**src/rtl/peribus_pkg.sv**
```systemverilog
`default_nettype none
// ============================================================================
// Module   : peribus_pkg
// Purpose  : Register offsets, IRQ bit indices and timer control layout
// Revision : 1.0 - initial release
// ============================================================================
package peribus_pkg;

   localparam logic [7:0] PB_ID       = 8'h00;
   localparam logic [7:0] PB_SCRATCH  = 8'h01;
   localparam logic [7:0] PB_IRQ_STAT = 8'h02;
   localparam logic [7:0] PB_IRQ_EN   = 8'h03;
   localparam logic [7:0] PB_TMR_CTL  = 8'h04;
   localparam logic [7:0] PB_TMR_RLD  = 8'h05;
   localparam logic [7:0] PB_TMR_CNT  = 8'h06;
   localparam logic [7:0] PB_SWIRQ    = 8'h07;
   localparam logic [7:0] PB_GPIO_OUT = 8'h08;
   localparam logic [7:0] PB_GPIO_IN  = 8'h09;

   localparam int IRQ_TMR  = 0;
   localparam int IRQ_GPIO = 1;
   localparam int IRQ_SW   = 2;
   localparam int IRQ_N    = 3;

   typedef struct packed {
      logic auto_reload;
      logic run;
   } tmr_ctl_t;

endpackage
`default_nettype wire

```
**src/rtl/peribus_timer.sv**
```systemverilog
`default_nettype none
// ============================================================================
// Module   : peribus_timer
// Purpose  : Down-counter with run/auto-reload control and expiry pulse
// Revision : 1.0 - initial release
// ============================================================================
module peribus_timer
   import peribus_pkg::*;
(
   input  logic        clk,
   input  logic        reset_bar,
   input  logic        ctl_we,
   input  logic        rld_we,
   input  logic        cnt_we,
   input  logic [15:0] wdata,
   output tmr_ctl_t    ctl,
   output logic [15:0] rld,
   output logic [15:0] cnt,
   output logic        expire
);

   tmr_ctl_t    r_ctl;
   logic [15:0] r_rld;
   logic [15:0] r_cnt;
   logic        w_expire;

   assign w_expire = r_ctl.run && (r_cnt == 16'h0000);

   always_ff @(posedge clk or negedge reset_bar) begin
      if (!reset_bar) begin
         r_ctl <= '0;
         r_rld <= '0;
         r_cnt <= '0;
      end else begin
         if (rld_we)
            r_rld <= wdata;

         if (ctl_we)
            r_ctl <= tmr_ctl_t'(wdata[1:0]);
         else if (w_expire && !r_ctl.auto_reload)
            r_ctl.run <= 1'b0;

         // A bus write to the count overrides the decrement/reload path.
         if (cnt_we)
            r_cnt <= wdata;
         else if (r_ctl.run) begin
            if (r_cnt != 16'h0000)
               r_cnt <= r_cnt - 16'h0001;
            else if (r_ctl.auto_reload)
               r_cnt <= r_rld;
         end
      end
   end

   assign ctl    = r_ctl;
   assign rld    = r_rld;
   assign cnt    = r_cnt;
   assign expire = w_expire;

endmodule
`default_nettype wire

```
**src/rtl/peribus_controller.sv**
```systemverilog
`default_nettype none
// ============================================================================
// Module   : peribus_controller
// Purpose  : Peripheral register slave: ID, scratch, IRQ, timer and GPIO
// Revision : 1.0 - initial release
// ============================================================================
module peribus_controller
   import peribus_pkg::*;
#(
   parameter logic [15:0] ID_VALUE = 16'h5045,
   parameter int          GPIO_W   = 16
) (
   input  logic              clk,
   input  logic              reset_bar,
   input  logic [7:0]        addr,
   input  logic [15:0]       write_data,
   input  logic              write_enable,
   input  logic              read_enable,
   output logic [15:0]       read_data,
   output logic              irq,
   input  logic [GPIO_W-1:0] gpio_in,
   output logic [GPIO_W-1:0] gpio_out
);

   logic [15:0]       r_scratch;
   logic [IRQ_N-1:0]  r_irq_stat;
   logic [IRQ_N-1:0]  r_irq_en;
   logic [GPIO_W-1:0] r_gpio_out;
   logic [GPIO_W-1:0] r_sync1;
   logic [GPIO_W-1:0] r_sync2;
   logic [GPIO_W-1:0] r_sync_prev;
   logic              r_irq;

   tmr_ctl_t          w_tmr_ctl;
   logic [15:0]       w_tmr_rld;
   logic [15:0]       w_tmr_cnt;
   logic              w_tmr_expire;
   logic [IRQ_N-1:0]  w_stat_set;
   logic [IRQ_N-1:0]  w_stat_clr;
   logic [15:0]       w_gpio_in_ext;
   logic [15:0]       w_gpio_out_ext;
   logic              w_unused_read_enable;

   // This block has no read side effects, so the strobe is intentionally unused.
   assign w_unused_read_enable = read_enable;

   peribus_timer u_timer (
      .clk       (clk),
      .reset_bar (reset_bar),
      .ctl_we    (write_enable && (addr == PB_TMR_CTL)),
      .rld_we    (write_enable && (addr == PB_TMR_RLD)),
      .cnt_we    (write_enable && (addr == PB_TMR_CNT)),
      .wdata     (write_data),
      .ctl       (w_tmr_ctl),
      .rld       (w_tmr_rld),
      .cnt       (w_tmr_cnt),
      .expire    (w_tmr_expire)
   );

   always_comb begin
      w_stat_set           = '0;
      w_stat_set[IRQ_TMR]  = w_tmr_expire;
      w_stat_set[IRQ_GPIO] = |(r_sync2 & ~r_sync_prev);
      w_stat_set[IRQ_SW]   = write_enable && (addr == PB_SWIRQ) && write_data[0];
      w_stat_clr           = '0;
      if (write_enable && (addr == PB_IRQ_STAT))
         w_stat_clr = write_data[IRQ_N-1:0];
   end

   always_ff @(posedge clk or negedge reset_bar) begin
      if (!reset_bar) begin
         r_scratch   <= '0;
         r_irq_stat  <= '0;
         r_irq_en    <= '0;
         r_gpio_out  <= '0;
         r_sync1     <= '0;
         r_sync2     <= '0;
         r_sync_prev <= '0;
         r_irq       <= 1'b0;
      end else begin
         r_sync1     <= gpio_in;
         r_sync2     <= r_sync1;
         r_sync_prev <= r_sync2;
         // Set is ORed after the clear so a concurrent hardware event is never lost.
         r_irq_stat  <= (r_irq_stat & ~w_stat_clr) | w_stat_set;
         r_irq       <= |(r_irq_stat & r_irq_en);
         if (write_enable) begin
            case (addr)
               PB_SCRATCH:  r_scratch  <= write_data;
               PB_IRQ_EN:   r_irq_en   <= write_data[IRQ_N-1:0];
               PB_GPIO_OUT: r_gpio_out <= write_data[GPIO_W-1:0];
               default:     ;
            endcase
         end
      end
   end

   always_comb begin
      w_gpio_in_ext                 = '0;
      w_gpio_in_ext[GPIO_W-1:0]     = r_sync2;
      w_gpio_out_ext                = '0;
      w_gpio_out_ext[GPIO_W-1:0]    = r_gpio_out;
   end

   always_comb begin
      read_data = 16'h0000;
      case (addr)
         PB_ID:       read_data = ID_VALUE;
         PB_SCRATCH:  read_data = r_scratch;
         PB_IRQ_STAT: read_data = {13'h0000, r_irq_stat};
         PB_IRQ_EN:   read_data = {13'h0000, r_irq_en};
         PB_TMR_CTL:  read_data = {14'h0000, w_tmr_ctl};
         PB_TMR_RLD:  read_data = w_tmr_rld;
         PB_TMR_CNT:  read_data = w_tmr_cnt;
         PB_GPIO_OUT: read_data = w_gpio_out_ext;
         PB_GPIO_IN:  read_data = w_gpio_in_ext;
         default:     read_data = 16'h0000;
      endcase
   end

   assign irq      = r_irq;
   assign gpio_out = r_gpio_out;

endmodule
`default_nettype wire

```
**config.mk**
```make
export PLATFORM = sky130hd
export DESIGN_NAME = peribus_controller
export DESIGN_NICKNAME = d
export VERILOG_FILES = /design/src/rtl/peribus_pkg.sv /design/src/rtl/peribus_timer.sv /design/src/rtl/peribus_controller.sv
export SDC_FILE = /design/constraint.sdc
export NUM_CORES = 1
export LEC_CHECK = 0
export ABC_AREA = 1
export CORE_AREA = 2 2 101 103
export DETAILED_ROUTE_END_ITERATION = 8
export DIE_AREA = 0 0 103 105
export GPL_TIMING_DRIVEN = 1
export MAX_ROUTING_LAYER = met4
export PLACE_DENSITY = 0.94
export SKIP_LAST_GASP = 1
export SLEW_MARGIN = 20
export SYNTH_ARGS = -nofsm -noshare
export SYNTH_HDL_FRONTEND = slang
export SYNTH_SLANG_ARGS = --single-unit
```
**constraint.sdc**
```tcl
create_clock -name clk -period 2.9 [get_ports clk]
set_input_delay 0.58 -clock clk [delete_from_list [all_inputs] [get_ports clk]]
set_output_delay 0.58 -clock clk [all_outputs]
set_load 0.02 [all_outputs]
```
Yosys cells after proc, flatten, opt, wreduce, memory -nomap -nowiden
Cells that the tools add are included.
{ "op_classes": {"mux": 8, "bitwise": 6, "n_addsub": 1, "n_eq_ne": 9, "n_reduce_logical": 21} }
{ "op_table": {"columns": ["cell", "count"], "rows": [
  ["16-bit one-hot mux with 9 select lines", 1],
  ["16-bit two-way mux", 4],
  ["8-bit by 3-bit == test with 1-bit output (second input constant)", 4],
  ["16-bit AND", 1],
  ["8-bit by 2-bit == test with 1-bit output (second input constant)", 2],
  ["8-bit by 4-bit == test with 1-bit output (second input constant)", 2],
  ["16-bit zero test", 1],
  ["16-bit NOT", 1],
  ["16-bit nonzero test", 1],
  ["16-bit OR reduction", 1],
  ["16-bit by 1-bit subtractor with 16-bit output (second input constant)", 1],
  ["8-bit by 1-bit == test with 1-bit output (second input constant)", 1],
  ["1-bit logical AND", 8],
  ["8-bit zero test", 1],
  ["2-bit AND reduction", 4],
  ["3-bit AND", 2],
  ["2-bit nonzero test", 2],
  ["3-bit two-way mux", 1],
  ["3-bit NOT", 1],
  ["3-bit bitwise OR", 1],
  ["3-bit nonzero test", 1],
  ["3-bit OR reduction", 1],
  ["1-bit two-way mux", 2],
  ["1-bit zero test", 1]
]} }
{ "totals": {"register_bits": 121, "out_inout_bits": 33, "in_bits": 44, "wordCells": 57} }

Logic depth before layout (Yosys ltp)
{ "logic_depth": {"depth_word": 6, "ltp_mapped": 12, "ltp_nobuf": 12} }

By module
From an unflattened synthesis, not the netlist that was laid out.
{ "unflattened": {"hier_cells": 759, "hier_area_um2": 6022.0} }
{ "modules_own_cells": {"columns": ["mod", "seq_area_each_um2", "area_per_inst_um2", "cells_per_inst", "n_inst"], "rows": [
  ["peribus_controller", 2177.1, 3844.9, 443, 1],
  ["peribus_timer", 850.8, 2177.1, 316, 1]
]} }

Least setup slack after synthesis
OpenSTA, ideal clock, no wires.
{ "synth_path": {"path_kind": "input-to-output", "from": "in addr[1]", "to": "out read_data[5]", "setup_slack_ps": 600, "cell_stages": 6, "n_path_buf": 1, "required_ps": 2320, "t_arrival_ps": 1720, "path_cell_list": "inv_1 -> or2_4 -> nor2_4 -> nand2_1 -> buf_2 -> o21ai_0"} }
{ "synth_via": {"elab_chain_len": 2, "word_cells_on_any_way": 10, "classes_between": "eq/ne (8); mux (1); reduce/logical (1)"} }
{ "synth_rtl": {"columns": ["item", "line", "rtl"], "rows": [
  ["from (decl)", "peribus_controller.sv:15", "input logic [7:0] addr,"],
  ["8-bit by 4-bit == test with 1-bit output, or another cell as far along", "peribus_controller.sv:107", "case (addr)"],
  ["16-bit one-hot mux with 9 select lines (*)", "peribus_controller.sv:107", null],
  ["to (decl)", "peribus_controller.sv:19", "output logic [15:0] read_data,"]
]} }
Every way passes the cells marked *; elsewhere a longest branch is shown, timed or not.

Worst setup path after layout
{ "layout_path": {"from": "in addr[2]", "to": "out read_data[5]"} }
Same word-level chain as after synthesis.

==> results list <==
- Status: finished with violations
- The checks that failed: setup timing.
- Compound-gate portion of the synthesized area: 9.28%
- The total overflow left after global routing is 0.
* Die area: 10,800 µm²
- Num Clock Sinks: ~120
- The worst path uses 105% of the clock period.
- A synthesized cell averages around 7.9 µm².
- For this run, global-route usage on met2 was measured as a little over half.
* H-tree lvl count: 4
* Maximum clock rate: 327 MHz
- Initial standard-cell utilization of the core: approximately three fifths
- Global routing used 35.5% of the available tracks across all layers.
* Arrival time of the worst setup path: 2.48 ns
- Measured against its own limit, the worst slew margin works out to 58.0%.
- The global routing stage identified its most utilized layer as met2.
- After detailed routing, the number of remaining DRC violations is 0.
- Area of the placeable core: 9640 µm²
- In this run, synthesis produced a sequential element count of 121.
- After synthesis, the share of flip-flops with an asynchronous set or reset is 100%.
* Synth warn: 0
- Time the worst path needs with I/O delays and setup: around 3.1 ns
- Wire per inst: 18.3 µm
* Post-cts hold buffer count: 0
- Final core utilization: about three quarters
* Simple-gate portion of the synthesized area: 28.0%
* Final slew viol count: 0
- The floorplan step set the die width to 103 µm.
- Setup violations remaining at the end of the flow were counted as 5.
* Average vias per placed instance: between 5 and 6
- Number of antenna violations at the first check in global routing: 0
- For this run, the post-layout net count is 872.
* Stage delay of the slowest cell on the critical path: ~0.55 ns
- Clock root cell: sky130_fd_sc_hd__clkbuf_8
- The floorplan step set the die height to 105 µm.
- Count of flip-flops with a built-in enable after synthesis: 0
- Area share of the leading cell type in the synthesized netlist: ~54%
- Unrepaired setup endpoints after global routing: yes
* Leading area contributor after synthesis: sky130_fd_sc_hd__dfrtp_1
- VDD sags by at most between 500 and 600 µV.
- Measured in cells, the most critical reg-to-reg path has a length of 11.
- The netlist uses 26 different library cells.
* Worst Hold Slack: between 0.03 and 0.04 ns
* Fillcell total: about 600
- Dividing total power by cell area gives a power density of between 700 and 800 nW/µm².
- From synthesis to final layout, the design area changed by 29.5%.
- Insertion delay of the later-clocked pin in the worst-skew pair: 0.53 ns
* Number of max-cap violations: 0
- Wire length of the first global-routing pass: about 28 mm
- Ports: just under 80
- Adder-cell share of the synthesized area: less than 1%
- After synthesis, the share of cell area in mux cells is 0%.
* Prevailing post-synth register cell: sky130_fd_sc_hd__dfrtp_1
- Flop-to-flop setup slack: 0.74 ns
- Traced cell by cell, the critical path runs through clkdlybuf4s50_1 -> inv_1 -> nand2_1 -> nor2_2 -> nand2_4 -> clkinvlp_4 -> nand2_1 -> nand2_1 -> nor2_1 -> o21ai_0 -> buf_2.
* Vias after detailed routing: approximately 5,700
* Class of the tightest hold or removal check: in2async
* Critical path buffers and inverters: 4
- Maximum count of clock buffers along a single path: 2
- The cell that appears most often on the critical path is sky130_fd_sc_hd__nand2_1.
- For the pin with the worst max-slew slack, the measured transition is 0.628 ns.
- Antenna Cells: 0
- Area occupied by multi-input gates: ~2200 µm²
- After synthesis the cells add up to between 5000 and 6000 µm².
* Leak Pwr: between 3 and 4 nW
- Setup slack after placement: -0.450 ns
- Critical path start-end classification: in2out
* Global-route met1 utilization: between 40% and 50%
- Final setup slack of the worst path: -0.158 ns
* Final HPWL from detailed placement: about 11 mm
* Final wirelength: ~18 mm
* Most common cell in the netlist: sky130_fd_sc_hd__nand2_1
- By count the netlist is led by 222 x sky130_fd_sc_hd__nand2_1, 121 x sky130_fd_sc_hd__dfrtp_1, 91 x sky130_fd_sc_hd__inv_1, 79 x sky130_fd_sc_hd__o21ai_0, 75 x sky130_fd_sc_hd__nand3_1.
- Clock-pin slew was measured on the worst setup and hold paths at ~0.060 ns.
- Global routing consumed, on the met3 layer, under 10% of the routing resources.
* Reg-to-reg startpoint: u_timer.cnt[0]
- Between clock sinks in the finished design, the worst skew comes to roughly 0.0053 ns.
- The number of hold-slack violations in the final timing report was 0.
- In this run the worst path has a maximum fanout of 7.
- Count of input and output buffers: 75
- Required time of the critical path: ~2.3 ns
- Top area cells in the synthesized netlist: sky130_fd_sc_hd__dfrtp_1 54%, sky130_fd_sc_hd__nand2_1 15%, sky130_fd_sc_hd__o21ai_0 7.0%
- Cells after synthesis: about 700
- CTS tree: done
- Synthesized net count: 763
- Standard-cell rows: 36
- Setup crit start kind: primary input
* Library cell contributing the largest single delay on the critical path: sky130_fd_sc_hd__clkdlybuf4s50_1
- Number of placed instances with taps included: a little over 900
* Parity-gate share of the synthesized area counting xor and xnor cells: 0.310%
* Reg-to-Reg End: u_timer.cnt[11]
- Grouping stages by cell kind, the critical path spends the most delay in buffers and inverters.
- Combinational family with the most area after synthesis: simple AND/OR/NAND/NOR gates
- Number of global-route vias before repair: 5,596
* Final cell count without fillers: around 1,000
- Setup crit end kind: output pin
- Post-detailed-route count of antenna-violating nets: 0
- Final weighted congestion of routability-driven global placement: between 0.9 and 1
- Entering global routing, the biggest net connects 43 pins.
- TritonCTS created 17 clock buffers.
- Share of post-route cells with drive strength above 1: about 14%
- The first TritonRoute pass finished after 6 iterations.
- Share of the yosys chip area belonging to registers: ~54%
- After the first detailed-routing iteration, the DRC count stood at between 700 and 800.
* FF+latch area: a little over 3000 µm²
[power breakdown]
group | internal (mW) | switching (mW)
Clock | 1.08 | 0.853
Sequential | 1.87 | 0.197
Combinational | 0.395 | 0.745
[area by class of cell]
type                            instances  share of cell area, %
Sequential cell                       121                   41.4
Multi-Input combinational cell        480                   30.2
Timing Repair Buffer                  110                   13.6
Clock buffer                           17                   5.66
Inverter                               95                   5.01
Tap cell                              133                   2.27
Clock inverter                         15                   1.74
Timing Repair inverter                  1                  0.103
[layer usage]
| layer | up-vias | share of wire, % |
|---|---|---|
| met5 | - | 0 |
| met4 | 0 | 4.6 |
| met3 | 109 | 11 |
| met2 | 436 | 48 |
| met1 | 2695 | 37 |
| li1 | 2495 | - |
[repair_timing]
action,in CTS,in global routing
gates resized for setup,60,32
endpoints found under the setup margin,16,16
gates cloned,1,0
setup buffers,6,0
pin swaps,1,4
[sequential cells by signal, indices dropped and copies added (netlist names)]
| register | cells |
|---|---|
| u_timer.rld | 16 |
| u_timer.ctl | 2 |
| r_sync1 | 16 |
| irq | 1 |
| r_irq_stat | 3 |
| gpio_out | 16 |
| r_irq_en | 3 |
| r_scratch | 16 |
| r_sync2 | 16 |
| r_sync_prev | 16 |
| u_timer.cnt | 16 |
[cells by family (layout without fill, tap and decap cells)]
family          count (synthesis)  after routing
xor+xnor                        2              2
compound gates                101            101
fa+ha+maj                       2              2
flops                         121            121
buf+inv                       116            238
simple gates                  375            375
[cell usage in the layout, fill, tap and decap left out, drive strengths merged]
master,Yosys,routed
nand2,226,226
inv,94,103
dlymetal6s2s,0,1
nor2,65,65
xor2,2,2
or2,1,1
o21ai,85,85
nand4,2,2
ha,2,2
nand3,76,76
buf,14,46
nand3b,3,3
clkinvlp,0,5
a21oi,1,1
clkbuf,7,20
dfrtp,121,121
clkinv,1,3
nor3,2,2
clkdlybuf4s15,0,3
clkdlybuf4s50,0,57
o22ai,15,15
[metrics by stage]
stage                     total power, mW  TNS (ns)  area [µm²]
final                                5.13    -0.290        7320
after global placement               3.12     -5.37        6700
after floorplan                      2.79         0        5650
after CTS                            5.10   -0.0652        7280
after detailed placement             3.17     -6.40        6700
after global routing                 5.40    -0.788        7320
[worst reg2reg max path, stage by stage, from the launching register on]
cell                      delay [ns]
sky130_fd_sc_hd__dfrtp_1        0.43
sky130_fd_sc_hd__inv_1          0.18
sky130_fd_sc_hd__ha_1           0.23
sky130_fd_sc_hd__inv_1          0.05
sky130_fd_sc_hd__nor2_1         0.12
sky130_fd_sc_hd__nand2_1        0.07
sky130_fd_sc_hd__nor2_1         0.20
sky130_fd_sc_hd__nand2_1        0.20
sky130_fd_sc_hd__inv_2          0.28
sky130_fd_sc_hd__nand2_1        0.11
sky130_fd_sc_hd__nand3_1        0.10
sky130_fd_sc_hd__nand2_1        0.07
[how the worst max path moves through the flow]
stage | start | endpoint | slack, ns | cells after the start
after floorplan | addr[1] | read_data[5] | 0.60 | 6
after global placement | addr[1] | read_data[5] | -0.38 | 7
after detailed placement | addr[1] | read_data[0] | -0.45 | 9
after CTS | addr[7] | read_data[12] | -0.05 | 10
after global routing | addr[2] | read_data[5] | -0.20 | 12
final | addr[2] | read_data[5] | -0.16 | 11
Power figures use the tool's default switching activity.
